===== config.mk =====
export PLATFORM = sky130hd
export DESIGN_NAME = uart_rom_loader
export DESIGN_NICKNAME = d
export VERILOG_FILES = /design/src/rtl/uart_rom_loader.sv
export SDC_FILE = /design/constraint.sdc
export NUM_CORES = 1
export LEC_CHECK = 0
export BUFFER_PORTS_ARGS = -buffer_cell sky130_fd_sc_hd__buf_2
export CAP_MARGIN = 10
export CORE_ASPECT_RATIO = 0.8
export CORE_MARGIN = 5
export CORE_UTILIZATION = 51
export DETAILED_ROUTE_END_ITERATION = 10
export PLACE_DENSITY = 0.7
export SETUP_SLACK_MARGIN = 0.05
export SKIP_LAST_GASP = 1
export SYNTH_ARGS = -nofsm -noshare
export SYNTH_HDL_FRONTEND = slang
export SYNTH_SLANG_ARGS = --single-unit

===== constraint.sdc =====
create_clock -name clk -period 2.76 [get_ports clk]
set_clock_uncertainty 0.05 [all_clocks]
set_input_delay 0.138 -clock clk [delete_from_list [all_inputs] [get_ports clk]]
set_output_delay 0.138 -clock clk [all_outputs]
set_load 0.03 [all_outputs]

===== src/rtl/uart_rom_loader.sv =====
// UART 8N1 program loader: receives a framed image and writes it word-by-word into the
// instruction ROM while holding the core in reset.
module uart_rom_loader #(
  parameter int                CLK_FREQ  = 50_000_000,
  parameter int                BAUD      = 115200,
  parameter int                ADDR_W    = 32,
  parameter logic [ADDR_W-1:0] BASE_ADDR = '0
) (
  input  logic              clk,
  input  logic              rstn,
  input  logic              uart_rx_i,
  output logic              rom_we_o,
  output logic [ADDR_W-1:0] rom_addr_o,
  output logic [31:0]       rom_data_o,
  output logic              cpu_hold_o,
  output logic              done_o,
  output logic              err_o
);

  localparam int CLKS_PER_BIT = CLK_FREQ / BAUD;
  localparam int HALF_BIT     = CLKS_PER_BIT / 2;
  localparam int CNT_W        = $clog2(CLKS_PER_BIT) + 1;
  localparam logic [CNT_W-1:0] BIT_LAST  = CNT_W'(CLKS_PER_BIT - 1);
  localparam logic [CNT_W-1:0] HALF_LAST = CNT_W'(HALF_BIT - 1);
  localparam logic [7:0]       HEADER    = 8'hA5;

  typedef enum logic [1:0] {
    RX_IDLE,
    RX_START,
    RX_DATA,
    RX_STOP
  } rxState_t;

  typedef enum logic [2:0] {
    FR_IDLE,
    FR_CNT_L,
    FR_CNT_H,
    FR_DATA,
    FR_CSUM,
    FR_DONE
  } frameState_t;

  logic             rxMeta_q;
  logic             rxSync_q;
  logic             rxPrev_q;
  rxState_t         rxState_q;
  logic [CNT_W-1:0] clkCnt_q;
  logic [2:0]       bitCnt_q;
  logic [7:0]       shift_q;
  logic [7:0]       rxByte_q;
  logic             byteValid_q;
  logic             frameErr_q;

  frameState_t      frState_q;
  logic [15:0]      count_q;
  logic [15:0]      wordIdx_q;
  logic [1:0]       byteIdx_q;
  logic [7:0]       sum_q;
  logic [23:0]      word_q;
  logic             romWe_q;
  logic [ADDR_W-1:0] romAddr_q;
  logic [31:0]      romData_q;
  logic             hold_q;
  logic             done_q;
  logic             err_q;

  logic [ADDR_W-1:0] wordAddr_d;
  logic [15:0]       lastWord_d;
  logic [15:0]       countFull_d;

  assign wordAddr_d  = BASE_ADDR + ADDR_W'({wordIdx_q, 2'b00});
  assign lastWord_d  = count_q - 16'd1;
  assign countFull_d = {rxByte_q, count_q[7:0]};

  // Two-flop synchronizer plus one delay stage for falling-edge detection; idles high.
  always_ff @(posedge clk or negedge rstn) begin
    if (!rstn) begin
      rxMeta_q <= 1'b1;
      rxSync_q <= 1'b1;
      rxPrev_q <= 1'b1;
    end else begin
      rxMeta_q <= uart_rx_i;
      rxSync_q <= rxMeta_q;
      rxPrev_q <= rxSync_q;
    end
  end

  // Bit-level receiver: start bit re-checked at half a bit so short glitches are dropped.
  always_ff @(posedge clk or negedge rstn) begin
    if (!rstn) begin
      rxState_q   <= RX_IDLE;
      clkCnt_q    <= '0;
      bitCnt_q    <= '0;
      shift_q     <= '0;
      rxByte_q    <= '0;
      byteValid_q <= 1'b0;
      frameErr_q  <= 1'b0;
    end else begin
      byteValid_q <= 1'b0;
      frameErr_q  <= 1'b0;
      case (rxState_q)
        RX_IDLE: begin
          if (rxPrev_q && !rxSync_q) begin
            rxState_q <= RX_START;
            clkCnt_q  <= '0;
          end
        end
        RX_START: begin
          if (clkCnt_q == HALF_LAST) begin
            clkCnt_q  <= '0;
            bitCnt_q  <= '0;
            rxState_q <= rxSync_q ? RX_IDLE : RX_DATA;
          end else begin
            clkCnt_q <= clkCnt_q + 1'b1;
          end
        end
        RX_DATA: begin
          if (clkCnt_q == BIT_LAST) begin
            clkCnt_q <= '0;
            shift_q  <= {rxSync_q, shift_q[7:1]};
            bitCnt_q <= bitCnt_q + 1'b1;
            if (bitCnt_q == 3'd7) begin
              rxState_q <= RX_STOP;
            end
          end else begin
            clkCnt_q <= clkCnt_q + 1'b1;
          end
        end
        RX_STOP: begin
          if (clkCnt_q == BIT_LAST) begin
            clkCnt_q  <= '0;
            rxState_q <= RX_IDLE;
            if (rxSync_q) begin
              byteValid_q <= 1'b1;
              rxByte_q    <= shift_q;
            end else begin
              frameErr_q <= 1'b1;
            end
          end else begin
            clkCnt_q <= clkCnt_q + 1'b1;
          end
        end
        default: rxState_q <= RX_IDLE;
      endcase
    end
  end

  // Frame parser: header, 16-bit word count, little-endian words, then an 8-bit data checksum.
  always_ff @(posedge clk or negedge rstn) begin
    if (!rstn) begin
      frState_q <= FR_IDLE;
      count_q   <= '0;
      wordIdx_q <= '0;
      byteIdx_q <= '0;
      sum_q     <= '0;
      word_q    <= '0;
      romWe_q   <= 1'b0;
      romAddr_q <= '0;
      romData_q <= '0;
      hold_q    <= 1'b0;
      done_q    <= 1'b0;
      err_q     <= 1'b0;
    end else begin
      romWe_q <= 1'b0;
      done_q  <= 1'b0;
      if (frameErr_q) begin
        err_q     <= 1'b1;
        hold_q    <= 1'b0;
        frState_q <= FR_IDLE;
      end else begin
        case (frState_q)
          FR_IDLE: begin
            if (byteValid_q && rxByte_q == HEADER) begin
              err_q     <= 1'b0;
              hold_q    <= 1'b1;
              frState_q <= FR_CNT_L;
            end
          end
          FR_CNT_L: begin
            if (byteValid_q) begin
              count_q[7:0] <= rxByte_q;
              frState_q    <= FR_CNT_H;
            end
          end
          FR_CNT_H: begin
            if (byteValid_q) begin
              count_q[15:8] <= rxByte_q;
              byteIdx_q     <= '0;
              wordIdx_q     <= '0;
              sum_q         <= '0;
              frState_q     <= (countFull_d == 16'd0) ? FR_CSUM : FR_DATA;
            end
          end
          FR_DATA: begin
            if (byteValid_q) begin
              sum_q <= sum_q + rxByte_q;
              case (byteIdx_q)
                2'd0: word_q[7:0]   <= rxByte_q;
                2'd1: word_q[15:8]  <= rxByte_q;
                2'd2: word_q[23:16] <= rxByte_q;
                default: begin
                  romWe_q   <= 1'b1;
                  romData_q <= {rxByte_q, word_q};
                  romAddr_q <= wordAddr_d;
                  wordIdx_q <= wordIdx_q + 16'd1;
                  if (wordIdx_q == lastWord_d) begin
                    frState_q <= FR_CSUM;
                  end
                end
              endcase
              byteIdx_q <= byteIdx_q + 2'd1;
            end
          end
          FR_CSUM: begin
            if (byteValid_q) begin
              if (rxByte_q == sum_q) begin
                frState_q <= FR_DONE;
              end else begin
                err_q     <= 1'b1;
                hold_q    <= 1'b0;
                frState_q <= FR_IDLE;
              end
            end
          end
          FR_DONE: begin
            done_q    <= 1'b1;
            hold_q    <= 1'b0;
            frState_q <= FR_IDLE;
          end
          default: frState_q <= FR_IDLE;
        endcase
      end
    end
  end

  assign rom_we_o   = romWe_q;
  assign rom_addr_o = romAddr_q;
  assign rom_data_o = romData_q;
  assign cpu_hold_o = hold_q;
  assign done_o     = done_q;
  assign err_o      = err_q;

endmodule


==> results.toml <==
[timing]
period_share_pct = 94.2
setup-violations-final = 0
slew_viol_final = 0
worst_slack_ns = 0.160
rsz0062_at_grt = "false"
relSlewSlack_pct = 61.0
fmax_ghz = 0.385
finalCriticalPeriod_ns = 2.60
hold_viol = 0
tns_ns = 0
worstMarginPinSlew_ns = 0.586

[setup_path]
cp_max_fo = 9
crit_arrival_ns = 2.89
critPathRequiredTime_ns = 3.04
crit_path_top_delay_cell = "or4b_1"
r2r_start = "count_q[0]$_DFFE_PN0P_"
cp-startpoint = "count_q[0]$_DFFE_PN0P_"
worstSetupEndpointType = "flop"
critPathMaxStageDelay_ns = 0.58
path_class = "reg2reg"
worstPathCellList = "inv_1 > ha_1 > a311o_1 > a211o_1 > a31oi_1 > a41oi_1 > or4b_1 > a211oi_2"
start_kind = "flop"

[pwr]
switching_power_mw = 1.19
p_comb_share_pct = 4.3
power_mw = 4.94
powerDensity_nw_per_um2 = 564
swShare_pct = 24.0
p_leak_nw = 4.46
ir_drop_mv = 0.412
pwr-share-seq_pct = 49.1
power_frac_clock_pct = 46.6
p_int_mw = 3.76

[grt]
antenna_found_initial = 0
gr-usage-all-layers_pct = 19.3
use_met1_pct = 28.2
busiest_layer = "met2"
grt_pass1_wl_um = 27000
met2_usage_pct = 28.9
grt_overflow = 0
grt_start_max_net_pins = 66
grt_pass1_vias = 5196
use_met3_pct = 4.78

[synth]
synth.top_cells.by_count = "dfrtp_1, mux2_2, nand2_1"
synthMuxAreaShare_pct = 15.3
synth-xor-area-share_pct = 4.64
yosys_warnings = 0
ys_seq_elements = 157
avgSynthCellArea_um2 = 11.6
yosys.area_share.simple_pct = 12.0
synth_area_leaders = "dfrtp_1, mux2_2, ha_1"
yosysTopAreaCellShare_pct = 51.1
synth_compound_area_share_pct = 8.69
synthFlopType = "dfrtp_1"
synth_top_family_by_area = "multiplexers"
synth_area_um2 = 7550
yosys.area.top_type = "dfrtp_1"
ys_types = 66
syn_inst = 648
seq_area_frac_synth_pct = 52.1
synth_edf_count = 0
synthAdderAreaFrac_pct = 3.42
yosysMostFrequentCell = "dfrtp_1"
async_reset_ff_share_pct = 100

[place]
numPortBuffers = 54
gp_congestion = 0.879
dpl.cell_count = 889
hpwl_um = 11200
pre_cts_ws_ns = 0.0968

[cells_and_area]
area_growth_pct = 16.2
antenna_cells = 0
final_util_pct = 60.9
stdcell_count = 924
drive_above_1_share_pct = 32.2
fin_nets = 750

[floorplanning]
die_w_um = 146
start_util_pct = 52.4
ioPinCount = 71
fp-row-count = 39
die_area_um2 = 17300
core_um2 = 14400
die_y_um = 119

[route]
drt_pass1_iterations = 5
drc = 0
drt-total-wl_um = 16000
vias = 5145
ant_nets = 0
via_per_inst = 5.57
drt_iter0_drc = 605
wl_per_cell_um = 17.4

[cts]
htreeDepth = 4
clock_latency_ns = 0.42
cts_sinks = 157
cts_max_path_buffers = 2
numCtsBuffers = 17
cts_tree = "done"
path_clk_slew_ns = 0.06
cts_root_buffer = "clkbuf_16"

[status]
status = "complete, no violations"

[hold_path]
hold_path_class = "in2async"

[run]
cap_violations = 0
==> per-layer routing <==
layer,wire length [um],vias to the layer above
met5,0,-
met3,810,17
met1,7780,2541
li1,-,2442
met4,175,0
met2,7270,145
==> flip-flops by register name, indices dropped and copies added (netlist names), 2 cells and up, named ones only <==
register	count
bitCnt_q	3
byteIdx_q	2
clkCnt_q	10
count_q	16
frState_q	3
rom_addr_o	16
rom_data_o	32
rxByte_q	8
shift_q	8
sum_q	8
wordIdx_q	16
word_q	24
==> power groups by stage <==
| stage | Clock [mW] | Sequential (mW) | Combinational [mW] |
|---|---|---|---|
| final | 2.30 | 2.43 | 0.210 |
| after global routing | 2.46 | 2.44 | 0.246 |
| after CTS | 2.35 | 2.43 | 0.214 |
| after detailed placement | 0 | 2.47 | 0.212 |
| after global placement | 0 | 2.46 | 0.202 |
| after floorplan | 0 | 2.45 | 0.153 |
==> timing repair <==
| action | in CTS | in global routing |
|---|---|---|
| buffers inserted | 0 | 1 |
| hold buffers | 2 | 0 |
| endpoints found under the setup margin | 0 | 1 |
| hold endpoints to repair | 63 | 0 |
| resized for setup | 0 | 4 |
==> metrics by stage <==
step / hold WS (ns) / cell area (um2)
floorplan: -0.208 / 7600
global placement: 0.102 / 8130
detailed placement: 0.109 / 8130
CTS: 0.221 / 8740
global route: 0.269 / 8770
finish: 0.206 / 8770
==> layout make-up <==
type                       instances  area, um2
multi-input combinational        447       3410
inverter                          20       75.1
fill                            1153       5620
clock buffer                      20        467
tap                              184        230
timing repair buffer              84        532
sequential                       157       3930
clock inverter                    12        128
==> worst paths after layout <==
kind	end	slack, ns	depth (start not counted)
max	frState_q[2]$_DFFE_PN0P_	0.16	8
min	rom_data_o[13]$_DFFE_PN0P_	0.21	2
max reg2reg	frState_q[2]$_DFFE_PN0P_	0.16	8
min reg2reg	rxSync_q$_DFF_PN1_	0.31	0
max in group asynchronous	rom_addr_o[2]$_DFFE_PN0P_	1.59	3
min in group clk	rxSync_q$_DFF_PN1_	0.31	0
==> critical path: cells and delay by family (launching register included) <==
kind,cells,cell delay [ns]
AO/OA/AOI/OAI,5,1.07
adder cells (fa/ha/maj),1,0.33
buffers and inverters,1,0.09
AND/OR/NAND/NOR,1,0.58
flip-flops,1,0.40
==> cells by family after synthesis <==
family,Yosys count
buf+inv,59
other cells,1
xor+xnor,40
compound gates,101
simple gates,167
flops,157
mux,103
fa+ha+maj,20
==> cells in the final DEF (no fill, tap or decap), types with 5 or more instances in the layout <==
cell and instances:
dfrtp_1 153, mux2_2 99, buf_2 53, nand2_1 48, o21ai_0 37, nor2_1 31
buf_4 26, xnor2_1 22, inv_1 19, ha_1 19, xor2_1 18, nand3_1 17
clkbuf_16 17, a21oi_1 16, conb_1 16, or3_1 9, nor2b_1 8, nand2b_1 6
a21o_1 6, o22ai_1 6, o31ai_1 5, nand4_1 5, nor4_2 5
(Power assumes the default switching activity.)
